[config.mk]
export PLATFORM = sky130hd
export DESIGN_NAME = hit_resolver_flat
export DESIGN_NICKNAME = d
export VERILOG_FILES = /design/src/rtl/hit_resolver_if.sv /design/src/rtl/hit_resolver.sv /design/src/flat_wrapper.sv
export SDC_FILE = /design/constraint.sdc
export NUM_CORES = 1
export LEC_CHECK = 0
export CELL_PAD_IN_SITES_DETAIL_PLACEMENT = 1
export CELL_PAD_IN_SITES_GLOBAL_PLACEMENT = 2
export CORE_ASPECT_RATIO = 0.6
export CORE_UTILIZATION = 26
export CTS_BUF_LIST = sky130_fd_sc_hd__clkbuf_4 sky130_fd_sc_hd__clkbuf_8 sky130_fd_sc_hd__clkbuf_16
export CTS_CLUSTER_DIAMETER = 200
export DETAILED_ROUTE_END_ITERATION = 8
export GPL_TIMING_DRIVEN = 0
export MAX_ROUTING_LAYER = met4
export PLACE_DENSITY_LB_ADDON = 0.1
export SYNTH_ARGS = -nofsm -noshare
export SYNTH_HDL_FRONTEND = slang
export SYNTH_SLANG_ARGS = --single-unit
[constraint.sdc]
create_clock -name clk -period 4.74 [get_ports clk]
set_clock_uncertainty 0.2 [all_clocks]
set_input_delay 0.948 -clock clk [delete_from_list [all_inputs] [get_ports clk]]
set_output_delay 0.948 -clock clk [all_outputs]
set_load 0.01 [all_outputs]
[src/rtl/hit_resolver_if.sv]
// Pixel-side inputs and kill/score outputs of hit_resolver.
// Master drives the scan inputs; slave is the resolver itself.
interface hit_resolver_if #(
    parameter int NUM_ROWS    = 2,
    parameter int NUM_COLUMNS = 4
);
    localparam int ROW_W = (NUM_ROWS > 1) ? $clog2(NUM_ROWS) : 1;
    localparam int COL_W = (NUM_COLUMNS > 1) ? $clog2(NUM_COLUMNS) : 1;

    logic [9:0]                         hpos;
    logic [9:0]                         vpos;
    logic                               display_on;
    logic                               vsync;
    logic                               laser_gfx;
    logic                               alien_pixel;
    logic                               laser_active;
    logic [9:0]                         formation_x;
    logic [9:0]                         formation_y;
    logic [NUM_ROWS*NUM_COLUMNS-1:0]    alive_matrix;
    logic                               hit_alien;
    logic                               kill_valid;
    logic [ROW_W-1:0]                   kill_row;
    logic [COL_W-1:0]                   kill_col;
    logic [15:0]                        score_bcd;
    logic                               hit_flash;

    modport master (
        output hpos, vpos, display_on, vsync, laser_gfx, alien_pixel, laser_active,
               formation_x, formation_y, alive_matrix,
        input  hit_alien, kill_valid, kill_row, kill_col, score_bcd, hit_flash
    );

    modport slave (
        input  hpos, vpos, display_on, vsync, laser_gfx, alien_pixel, laser_active,
               formation_x, formation_y, alive_matrix,
        output hit_alien, kill_valid, kill_row, kill_col, score_bcd, hit_flash
    );
endinterface

[src/rtl/hit_resolver.sv]
// First-hit laser/alien capture, per-frame resolve to row/col, saturating BCD score; HIT_FLASH_EN adds a hit_flash frame counter.
// Kill/score appear 2 clk after the vsync frame edge; no backpressure, inputs are sampled every pixel clock.
module hit_resolver #(
    parameter int   NUM_ROWS        = 2,
    parameter int   NUM_COLUMNS     = 4,
    parameter int   ALIEN_SPACING_X = 64,
    parameter int   ALIEN_SPACING_Y = 32,
    parameter int   POINTS_PER_HIT  = 1,
    parameter logic VSYNC_POL       = 1'b0,
    parameter int   FLASH_FRAMES    = 8
) (
    input  logic          clk,
    input  logic          rst_n,
    hit_resolver_if.slave bus
);
    localparam int ROW_W = (NUM_ROWS > 1) ? $clog2(NUM_ROWS) : 1;
    localparam int COL_W = (NUM_COLUMNS > 1) ? $clog2(NUM_COLUMNS) : 1;
    localparam int SHX   = $clog2(ALIEN_SPACING_X);
    localparam int SHY   = $clog2(ALIEN_SPACING_Y);
    localparam logic [3:0] PTS = 4'(POINTS_PER_HIT);

    typedef enum logic [1:0] {
        SCAN     = 2'd0,
        CAPTURED = 2'd1,
        REPORT   = 2'd2
    } state_t;

    state_t           state_q, state_d;
    logic             vsync_q;
    logic [9:0]       cap_x_q, cap_x_d;
    logic [9:0]       cap_y_q, cap_y_d;
    logic             pending_q, pending_d;
    logic             hit_alien_q, hit_alien_d;
    logic             kill_valid_q, kill_valid_d;
    logic [ROW_W-1:0] kill_row_q, kill_row_d;
    logic [COL_W-1:0] kill_col_q, kill_col_d;
    logic [15:0]      score_q, score_d;

    logic       frame_edge;
    logic       overlap;
    logic [9:0] dx, dy, col_full, row_full;
    logic       alive_bit;
    logic       hit_ok;

    // Per-digit add with carry; any carry out of the thousands digit pins the score at 9999.
    function automatic logic [15:0] bcd_add_sat(input logic [15:0] v, input logic [3:0] pts);
        logic [15:0] r;
        logic [4:0]  s;
        logic [4:0]  c;
        r = '0;
        c = {1'b0, pts};
        for (int i = 0; i < 4; i++) begin
            s = {1'b0, v[i*4 +: 4]} + c;
            if (s > 5'd9) begin
                r[i*4 +: 4] = 4'(s - 5'd10);
                c = 5'd1;
            end else begin
                r[i*4 +: 4] = s[3:0];
                c = 5'd0;
            end
        end
        return (c != 5'd0) ? 16'h9999 : r;
    endfunction

    assign frame_edge = (bus.vsync == VSYNC_POL) && (vsync_q != VSYNC_POL);
    assign overlap    = bus.display_on & bus.laser_gfx & bus.alien_pixel & bus.laser_active;

    always_comb begin
        dx        = cap_x_q - bus.formation_x;
        dy        = cap_y_q - bus.formation_y;
        col_full  = dx >> SHX;
        row_full  = dy >> SHY;
        alive_bit = 1'b0;
        for (int r = 0; r < NUM_ROWS; r++) begin
            for (int c = 0; c < NUM_COLUMNS; c++) begin
                if (row_full == 10'(r) && col_full == 10'(c)) begin
                    alive_bit = bus.alive_matrix[r*NUM_COLUMNS + c];
                end
            end
        end
        // Origin checks use the raw capture so an underflowed difference never resolves.
        hit_ok = pending_q
               && (cap_x_q >= bus.formation_x)
               && (cap_y_q >= bus.formation_y)
               && (col_full < 10'(NUM_COLUMNS))
               && (row_full < 10'(NUM_ROWS))
               && alive_bit;
    end

    always_comb begin
        state_d      = state_q;
        cap_x_d      = cap_x_q;
        cap_y_d      = cap_y_q;
        pending_d    = pending_q;
        hit_alien_d  = hit_alien_q;
        kill_valid_d = 1'b0;
        kill_row_d   = kill_row_q;
        kill_col_d   = kill_col_q;
        score_d      = score_q;
        case (state_q)
            SCAN: begin
                if (frame_edge) begin
                    state_d   = REPORT;
                    pending_d = 1'b0;
                end else if (overlap) begin
                    cap_x_d = bus.hpos;
                    cap_y_d = bus.vpos;
                    state_d = CAPTURED;
                end
            end
            CAPTURED: begin
                if (frame_edge) begin
                    state_d   = REPORT;
                    pending_d = 1'b1;
                end
            end
            REPORT: begin
                state_d     = SCAN;
                pending_d   = 1'b0;
                hit_alien_d = hit_ok;
                if (hit_ok) begin
                    kill_valid_d = 1'b1;
                    kill_row_d   = ROW_W'(row_full);
                    kill_col_d   = COL_W'(col_full);
                    score_d      = bcd_add_sat(score_q, PTS);
                end
            end
            default: state_d = SCAN;
        endcase
    end

    always_ff @(posedge clk) begin
        if (!rst_n) begin
            state_q      <= SCAN;
            vsync_q      <= ~VSYNC_POL;
            cap_x_q      <= '0;
            cap_y_q      <= '0;
            pending_q    <= 1'b0;
            hit_alien_q  <= 1'b0;
            kill_valid_q <= 1'b0;
            kill_row_q   <= '0;
            kill_col_q   <= '0;
            score_q      <= 16'h0000;
        end else begin
            state_q      <= state_d;
            vsync_q      <= bus.vsync;
            cap_x_q      <= cap_x_d;
            cap_y_q      <= cap_y_d;
            pending_q    <= pending_d;
            hit_alien_q  <= hit_alien_d;
            kill_valid_q <= kill_valid_d;
            kill_row_q   <= kill_row_d;
            kill_col_q   <= kill_col_d;
            score_q      <= score_d;
        end
    end

    assign bus.hit_alien  = hit_alien_q;
    assign bus.kill_valid = kill_valid_q;
    assign bus.kill_row   = kill_row_q;
    assign bus.kill_col   = kill_col_q;
    assign bus.score_bcd  = score_q;

`ifdef HIT_FLASH_EN
    localparam int FL_W = $clog2(FLASH_FRAMES + 1);
    logic [FL_W-1:0] flash_q, flash_d;

    always_comb begin
        flash_d = flash_q;
        if (state_q == REPORT && hit_ok) begin
            flash_d = FL_W'(FLASH_FRAMES);
        end else if (frame_edge && flash_q != '0) begin
            flash_d = flash_q - 1'b1;
        end
    end

    always_ff @(posedge clk) begin
        if (!rst_n) begin
            flash_q <= '0;
        end else begin
            flash_q <= flash_d;
        end
    end

    assign bus.hit_flash = (flash_q != '0);
`else
    localparam int UNUSED_FLASH_FRAMES = FLASH_FRAMES;
    assign bus.hit_flash = 1'b0;
`endif
endmodule
[src/flat_wrapper.sv]
// flat-port wrapper written by rule: the top's interface ports become plain ports
module hit_resolver_flat 
#(
    parameter int   NUM_ROWS        = 2,
    parameter int   NUM_COLUMNS     = 4,
    parameter int   ALIEN_SPACING_X = 64,
    parameter int   ALIEN_SPACING_Y = 32,
    parameter int   POINTS_PER_HIT  = 1,
    parameter logic VSYNC_POL       = 1'b0,
    parameter int   FLASH_FRAMES    = 8
)
  (clk, rst_n, bus_hpos, bus_vpos, bus_display_on, bus_vsync, bus_laser_gfx, bus_alien_pixel, bus_laser_active, bus_formation_x, bus_formation_y, bus_alive_matrix, bus_hit_alien, bus_kill_valid, bus_kill_row, bus_kill_col, bus_score_bcd, bus_hit_flash);
  hit_resolver_if #(.NUM_ROWS(NUM_ROWS), .NUM_COLUMNS(NUM_COLUMNS)) bus_i ();
  input  logic clk;
  input  logic rst_n;
  input wire logic [$bits(bus_i.hpos)-1:0] bus_hpos;
  input wire logic [$bits(bus_i.vpos)-1:0] bus_vpos;
  input wire logic [$bits(bus_i.display_on)-1:0] bus_display_on;
  input wire logic [$bits(bus_i.vsync)-1:0] bus_vsync;
  input wire logic [$bits(bus_i.laser_gfx)-1:0] bus_laser_gfx;
  input wire logic [$bits(bus_i.alien_pixel)-1:0] bus_alien_pixel;
  input wire logic [$bits(bus_i.laser_active)-1:0] bus_laser_active;
  input wire logic [$bits(bus_i.formation_x)-1:0] bus_formation_x;
  input wire logic [$bits(bus_i.formation_y)-1:0] bus_formation_y;
  input wire logic [$bits(bus_i.alive_matrix)-1:0] bus_alive_matrix;
  output wire logic [$bits(bus_i.hit_alien)-1:0] bus_hit_alien;
  output wire logic [$bits(bus_i.kill_valid)-1:0] bus_kill_valid;
  output wire logic [$bits(bus_i.kill_row)-1:0] bus_kill_row;
  output wire logic [$bits(bus_i.kill_col)-1:0] bus_kill_col;
  output wire logic [$bits(bus_i.score_bcd)-1:0] bus_score_bcd;
  output wire logic [$bits(bus_i.hit_flash)-1:0] bus_hit_flash;
  assign bus_i.hpos = bus_hpos;
  assign bus_i.vpos = bus_vpos;
  assign bus_i.display_on = bus_display_on;
  assign bus_i.vsync = bus_vsync;
  assign bus_i.laser_gfx = bus_laser_gfx;
  assign bus_i.alien_pixel = bus_alien_pixel;
  assign bus_i.laser_active = bus_laser_active;
  assign bus_i.formation_x = bus_formation_x;
  assign bus_i.formation_y = bus_formation_y;
  assign bus_i.alive_matrix = bus_alive_matrix;
  assign bus_hit_alien = bus_i.hit_alien;
  assign bus_kill_valid = bus_i.kill_valid;
  assign bus_kill_row = bus_i.kill_row;
  assign bus_kill_col = bus_i.kill_col;
  assign bus_score_bcd = bus_i.score_bcd;
  assign bus_hit_flash = bus_i.hit_flash;
  hit_resolver #(.NUM_ROWS(NUM_ROWS), .NUM_COLUMNS(NUM_COLUMNS), .ALIEN_SPACING_X(ALIEN_SPACING_X), .ALIEN_SPACING_Y(ALIEN_SPACING_Y), .POINTS_PER_HIT(POINTS_PER_HIT), .VSYNC_POL(VSYNC_POL), .FLASH_FRAMES(FLASH_FRAMES)) u_core (.clk(clk), .rst_n(rst_n), .bus(bus_i));
endmodule
==> metrics.cfg, run 1 <==
[status]
status=finished clean

[power_and_ir_drop]
peakVddDrop_mv=0.148
cellPowerDensity_nw_per_um2=198
leakagePower_nw=1.84

[floorplanning]
ios=77
core_area_um2=12100
fp.dieH_um=88.5
rows=31
die_area_um2=12900
die_w_um=146
initial_core_util_pct=26.8

[timing]
hold_viol=0
fin_crit_sh_pct=100
drv_slew=0
worst_pin_slew_ns=0.641
slew_headroom_pct=56.9
grt_setup_unrepaired=true
min_period_ns=4.74
fmax_ghz=0.211
setup_violations=0
timing.hold.ws_ns=0.260

[hold_path]
holdPathEnd=u_core.cap_x_q[0]$_SDFFE_PN0P_
hold_start=u_core.cap_x_q[0]$_SDFFE_PN0P_
hold_depth=2
worstHoldPathType=reg2reg

[synthesis]
async_reset_ff_share_pct=0
synth_top_family_by_area=compound AO/OA/AOI/OAI gates
syn-num-nets=499
synth_compound_gate_area_share_pct=26.6
syn_avg_cell_area_um2=7.86
ys_warn_count=0
mappedNetlistArea_um2=3250
synth-edff-count=0
synth_adder_area_share_pct=12.0
synth_xor_area_share_pct=3.24
synth_ff_type=dfxtp_1
seq_area_frac_synth_pct=27.8
synthSimpleGateAreaFrac_pct=19.8
syn_inst=413
synth_cell_types=65
synthMuxAreaShare_pct=3.82
ys_ff_latch=45

[cts]
clock_path_buffers=2
postCtsHoldBufs=0
cts_buffers=5
clk_latency_ns=0.29
cts_sinks=45
cts_tree=yes
htree_num_levels=2
clk_pin_slew_ns=0.07
cts_root_buf=clkbuf_16

[critical_path]
crit_type=reg2reg
startpoint_type=flop
crit_top_cell=ha_4
cp-end-kind=flop
required_ns=4.76
r2r-start=u_core.bus.score_bcd[0]$_SDFFE_PN0P_
critPathTopFamily=adder cells
cpMaxStageDelayCell=or4_1
critical_path_arrival_ns=4.76
reg2regPathDepth=22
worstReg2RegEnd=u_core.bus.score_bcd[13]$_SDFFE_PN0P_
slowest_delay_ns=0.47
crit_path_cell_trace=inv_4 -> ha_4 -> inv_4 -> ha_4 -> a21oi_2 -> o22ai_1 -> a22o_1 -> ha_4 -> ha_4 -> o21a_1 -> o22a_1 -> ha_4 -> ha_4 -> o21a_1 -> o22a_1 -> ha_4 -> ha_4 -> or3_4 -> inv_2 -> nor2_2 -> or4_1 -> a21oi_1
crit_fanout=5
r2r_slack_ns=0.001
path_buf_inv=3

[grt]
overflow=0
grt_pass1_vias=3412
grt_pass1_wl_mm=18.1
antenna_found_initial=0
grt_usage_pct=18.5
grt_max_degree=14

[drt]
vias_per_cell=4.97
drt-total-wl_mm=11.1
detail-route-antenna-nets=0
dr_total_vias=3358
first_pass_iters=4
drc=0
drt-initial-drc-count=170
avgRoutedWirePerCell_um=16.4

[finish]
syn_to_final_growth_pct=45.9
stdcell_count=676
drive_above_1_share_pct=14.5
nets=597
nFillCells=1451
antenna_cells=0
design_area_um2=4740

[placement]
placed_area_um2=4230
port_buffers=74
hpwl_mm=8.58
place_inst=652
gp_congestion=0.794

[run]
drv_cap=0

-- worst max-delay path by stage --
stage | endpoint | startpoint | cells past startpoint
floorplan | u_core.bus.score_bcd[13]$_SDFFE_PN0P_ | u_core.bus.score_bcd[0]$_SDFFE_PN0P_ | 22
global placement | u_core.bus.score_bcd[1]$_SDFFE_PN0P_ | u_core.bus.score_bcd[0]$_SDFFE_PN0P_ | 24
detailed placement | u_core.bus.score_bcd[5]$_SDFFE_PN0P_ | u_core.bus.score_bcd[0]$_SDFFE_PN0P_ | 24
CTS | u_core.bus.score_bcd[13]$_SDFFE_PN0P_ | u_core.bus.score_bcd[0]$_SDFFE_PN0P_ | 22
global route | u_core.bus.score_bcd[1]$_SDFFE_PN0P_ | u_core.bus.score_bcd[0]$_SDFFE_PN0P_ | 24
finish | u_core.bus.score_bcd[13]$_SDFFE_PN0P_ | u_core.bus.score_bcd[0]$_SDFFE_PN0P_ | 22
-- tightest hold or removal path: cells and delay by family (launching register included) --
| family | cells | cell delay [ns] |
|---|---|---|
| simple gates | 1 | 0.05 |
| flops | 1 | 0.31 |
| compound gates | 1 | 0.05 |
-- synthesized netlist by cell type (5+ instances only) --
master    number  area (µm²)
clkbuf_1      13        48.8
nand2_1       59         221
nor2_1        17        63.8
mux2i_1        9        90.1
nand3_1        8        40.0
a21oi_1       50         250
o21ai_0       15        75.1
ha_1          31         388
nand4_1        8        50.1
nor2b_1        7        43.8
xnor2_1        8        70.1
o21a_1         5        37.5
inv_1         38         143
dfxtp_1       45         901
nor3_1         8        40.0
-- where the power goes --
group          switching [W]  internal, W
logic              0.0000750    0.0000756
registers         0.00000228     0.000380
clock network       0.000157     0.000245
total               0.000235     0.000701
-- through the flow --
| stage | power (W) | setup WS (ns) | TNS, ns | util, % |
|---|---|---|---|---|
| after floorplan | 0.000467 | 0.0192 | 0 | - |
| after global placement | 0.000538 | -0.664 | -9.32 | 34.9 |
| after detailed placement | 0.000541 | -0.779 | -11.39 | 34.9 |
| after CTS | 0.000947 | -0.0289 | -0.0289 | 38.4 |
| after global routing | 0.000979 | -0.163 | -1.49 | 39.1 |
| final | 0.000936 | 0.00108 | 0 | 39.1 |
-- registers in the layout, indices dropped and copies added (netlist names) --
register	flops
u_core.vsync_q	1
u_core.pending_q	1
u_core.cap_x_q	10
u_core.bus.kill_col	2
u_core.bus.kill_row	1
u_core.bus.kill_valid	1
u_core.state_q	2
u_core.bus.hit_alien	1
u_core.cap_y_q	10
u_core.bus.score_bcd	16
-- area by class of cell --
class	count	area [µm²]	share of cell area (%)
plain buffers	18	87.6	1.85
clock buffers	5	125	2.64
clock inverters	2	35.0	0.740
inverters	38	148	3.12
multi-input cells	312	2340	49.5
flip-flops and latches	45	910	19.2
well taps	165	206	4.36
repair buffers	91	880	18.6
-- cells in the final DEF (no fill, tap or decap), types with 9 or more instances in the layout --
cell type and n:
a21oi_1 45, buf_4 16, clkbuf_1 11, clkdlybuf4s50_1 74
dfxtp_1 42, ha_1 22, ha_4 9, inv_1 33
mux2i_1 9, nand2_1 59, nor2_1 14, o21ai_0 14
-- metal layers --
metal  wire length (µm)  up-vias  GRT usage, %
met5                  0        -             -
met4                 49        0          3.13
met3                485        7          3.71
met2               4620       65          27.4
met1               5940     1611          26.0
li1                   -     1675             -
-- kinds of logic (layout without fill, tap and decap cells) --
| logic type | after synthesis | after routing |
|---|---|---|
| other | 1 | 1 |
| xor gates and xnor gates | 12 | 12 |
| buffers and inverters | 56 | 154 |
| adders and majority gates | 31 | 31 |
| and+or+nand+nor | 130 | 130 |
| DFF | 45 | 45 |
| AOI/OAI and AO/OA | 126 | 126 |
| muxes | 12 | 12 |
-- repair_timing --
item	4_1_cts	5_1_grt
resized for setup	32	15
setup endpoints to repair	19	19
gates cloned	1	0
setup buffers	11	5
pin swaps	17	19
hold endpoints to repair	0	0
(Power assumes the default switching activity.)
==> run 2, diff against run 1 <==
Settings changed: SLEW_MARGIN from default to 10.
==> results of run 2 <==
Final layout, timing and power as in run 1 (identical DEF).
==> run 3, diff against run 2 <==
Settings changed: PLACE_DENSITY from default to 0.84, PLACE_DENSITY_LB_ADDON 0.1 to default.
==> run 3 against run 2 <==
The run now ends with setup timing left. Highest routed layer unchanged. Combinational power barely moved. First-iteration DRC count shrank 31%. Maximum frequency shrank 0.28%. Global-route usage fell by 0.49 points. Routed wire length fell by 1.5%. Clock power fell by 3%. Flip-flop and latch count stayed put. Hold slack got worse by 0.0034 ns. Critical path depth is 2 higher. Register-to-register slack barely moved. Core utilization up 0.19 points.
==> metrics.cfg, run 3 (synthesis results as in run 1) <==
[grt]
grt_pass1_vias=3584  ; +5.0%
grt_max_degree=14  ; unchanged
antenna_found_initial=0  ; unchanged
overflow=0  ; unchanged
grt_usage_pct=18.0  ; -0.49 points
grt_pass1_wl_mm=18.0  ; -0.57%

[cts]
cts_root_buf=clkbuf_16
cts_tree=yes
htree_num_levels=2  ; unchanged
cts_sinks=45  ; unchanged
clock_path_buffers=2  ; unchanged
clk_latency_ns=0.29  ; about the same
clk_pin_slew_ns=0.07  ; about the same
cts_buffers=5  ; unchanged

[critical_path]
r2r-start=u_core.bus.score_bcd[0]$_SDFFE_PN0P_
required_ns=4.75  ; about the same
r2r_slack_ns=-0.01  ; about the same
crit_fanout=5  ; unchanged
cp-end-kind=flop
reg2regPathDepth=24  ; +9.1%
critical_path_arrival_ns=4.76  ; about the same
critical_path.startpoint=u_core.bus.score_bcd[0]$_SDFFE_PN0P_
crit_end=u_core.bus.score_bcd[6]$_SDFFE_PN0P_
crit_type=reg2reg
startpoint_type=flop
worstReg2RegEnd=u_core.bus.score_bcd[6]$_SDFFE_PN0P_

[timing]
setup_slack_ns=-0.0123  ; -0.0134 ns
grt_setup_unrepaired=true
fin_crit_sh_pct=100  ; +0.28 points
fmax_ghz=0.210  ; -0.28%
min_period_ns=4.75  ; +0.0134 ns
drv_slew=0  ; unchanged
worst_pin_slew_ns=0.783  ; +0.141 ns
slew_headroom_pct=47.7  ; -9.3 points
timing.hold.ws_ns=0.256  ; -0.00338 ns
hold_viol=0  ; unchanged
setup_violations=2  ; +2

[power_and_ir_drop]
cellPowerDensity_nw_per_um2=194  ; -1.8%
peakVddDrop_mv=0.158  ; +7.2%
leakagePower_nw=1.84  ; about the same

[floorplanning]
die_area_um2=12900  ; unchanged
initial_core_util_pct=26.8  ; unchanged
fp.dieH_um=88.5  ; unchanged
core_area_um2=12100  ; unchanged
rows=31  ; unchanged
ios=77  ; unchanged
die_w_um=146  ; unchanged

[drt]
drt-total-wl_mm=10.9  ; -1.5%
first_pass_iters=4  ; unchanged
detail-route-antenna-nets=0  ; unchanged
dr_total_vias=3400  ; +1.3%
drc=0  ; unchanged
vias_per_cell=5.03  ; +1.3%
drt-initial-drc-count=118  ; -31%
avgRoutedWirePerCell_um=16.2  ; -1.5%

[status]
status=finished with violations
violations=setup timing

[hold_path]
hold_depth=2  ; unchanged
worstHoldPathType=reg2reg

[finish]
drive_above_1_share_pct=14.9  ; +0.39 points
final_util_pct=39.3  ; +0.19 points
final_common_cell=clkdlybuf4s50_1
largest_register_ffs=16  ; unchanged
nets=597  ; unchanged
nFillCells=1451  ; unchanged
most-common-layout-cells=clkdlybuf4s50_1, nand2_1, a21oi_1
syn_to_final_growth_pct=46.6
antenna_cells=0  ; unchanged

[placement]
hpwl_mm=8.42  ; -1.8%
gp_congestion=0.796  ; +0.18%
port_buffers=74  ; unchanged
dpl_worst_slack_ns=-0.857  ; -0.0779 ns

[run]
drv_cap=0  ; unchanged

## run 3: layout make-up
| type | count | area, µm² | area share, % |
|---|---|---|---|
| Buffer | 18 | 87.6 | 1.84 |
| Clock inverter | 2 | 35.0 | 0.736 |
| Multi-Input combinational cell | 312 | 2360 | 49.6 |
| Sequential cell | 45 | 910 | 19.1 |
| Tap cell | 165 | 206 | 4.34 |
| Inverter | 38 | 148 | 3.10 |
| Clock buffer | 5 | 125 | 2.63 |
| Timing Repair Buffer | 91 | 888 | 18.7 |
## run 3: where the power goes
group	leakage (nW)	switching [W]	internal (W)
combinational	1.39	0.0000751	0.0000757
sequential	0.365	0.00000237	0.000380
clock	0.0797	0.000145	0.000245
## run 3: metrics by stage
stage | TNS [ns] | total power (W) | area [µm²] | cells
final | -0.0165 | 0.000923 | 4760 | 676
after global routing | -1.91 | 0.000962 | 4760 | 676
after CTS | -0.0283 | 0.000931 | 4630 | 671
after detailed placement | -12.19 | 0.000540 | 4230 | 652
after global placement | -8.18 | 0.000536 | 4230 | 652
after floorplan | 0 | 0.000467 | 3280 | 413
## run 3: critical path, stage by stage, from the launching register on
cell and delay, ns:
dfxtp_4 0.39, inv_4 0.05, ha_4 0.28, inv_4 0.04, ha_4 0.15, a21oi_2 0.13
o22ai_2 0.09, a22o_1 0.23, ha_4 0.19, ha_4 0.24, o21a_1 0.18, o22a_2 0.26
ha_4 0.19, ha_4 0.28, nor2_1 0.04, a21oi_1 0.16, o22a_2 0.22, ha_4 0.17
nand2_1 0.12, or3_4 0.43, o221ai_4 0.09, buf_12 0.16, buf_8 0.11, nand4_1 0.11
a21oi_2 0.17
## run 3: worst min path at each step
stage | slack, ns | start | to
after global placement | 0.25 | u_core.cap_y_q[0]$_SDFFE_PN0P_ | u_core.cap_y_q[0]$_SDFFE_PN0P_
after CTS | 0.26 | u_core.cap_x_q[0]$_SDFFE_PN0P_ | u_core.cap_x_q[0]$_SDFFE_PN0P_
final | 0.26 | u_core.cap_x_q[0]$_SDFFE_PN0P_ | u_core.cap_x_q[0]$_SDFFE_PN0P_
after floorplan | 0.24 | u_core.cap_x_q[0]$_SDFFE_PN0P_ | u_core.cap_x_q[0]$_SDFFE_PN0P_
after global routing | 0.28 | u_core.cap_x_q[9]$_SDFFE_PN0P_ | u_core.cap_x_q[9]$_SDFFE_PN0P_
after detailed placement | 0.25 | u_core.cap_x_q[0]$_SDFFE_PN0P_ | u_core.cap_x_q[0]$_SDFFE_PN0P_
## run 3: metal layers
layer  track usage [%]  up-vias  part of all wire (%)
met5                 -        -                     0
li1                  -     1676                     -
met3              2.32        5                   3.1
met4              3.03        0                  0.28
met2              28.8       63                    44
met1              24.5     1656                    53
## run 3: repair_timing
action                                 in CTS  in global routing
setup buffers                              11                  5
cloned                                      1                  0
gates resized for setup                    31                 19
setup endpoints to repair                  19                 18
pin swaps                                  19                 12
hold buffers                                0                  0
endpoints found under the hold margin       0                  0
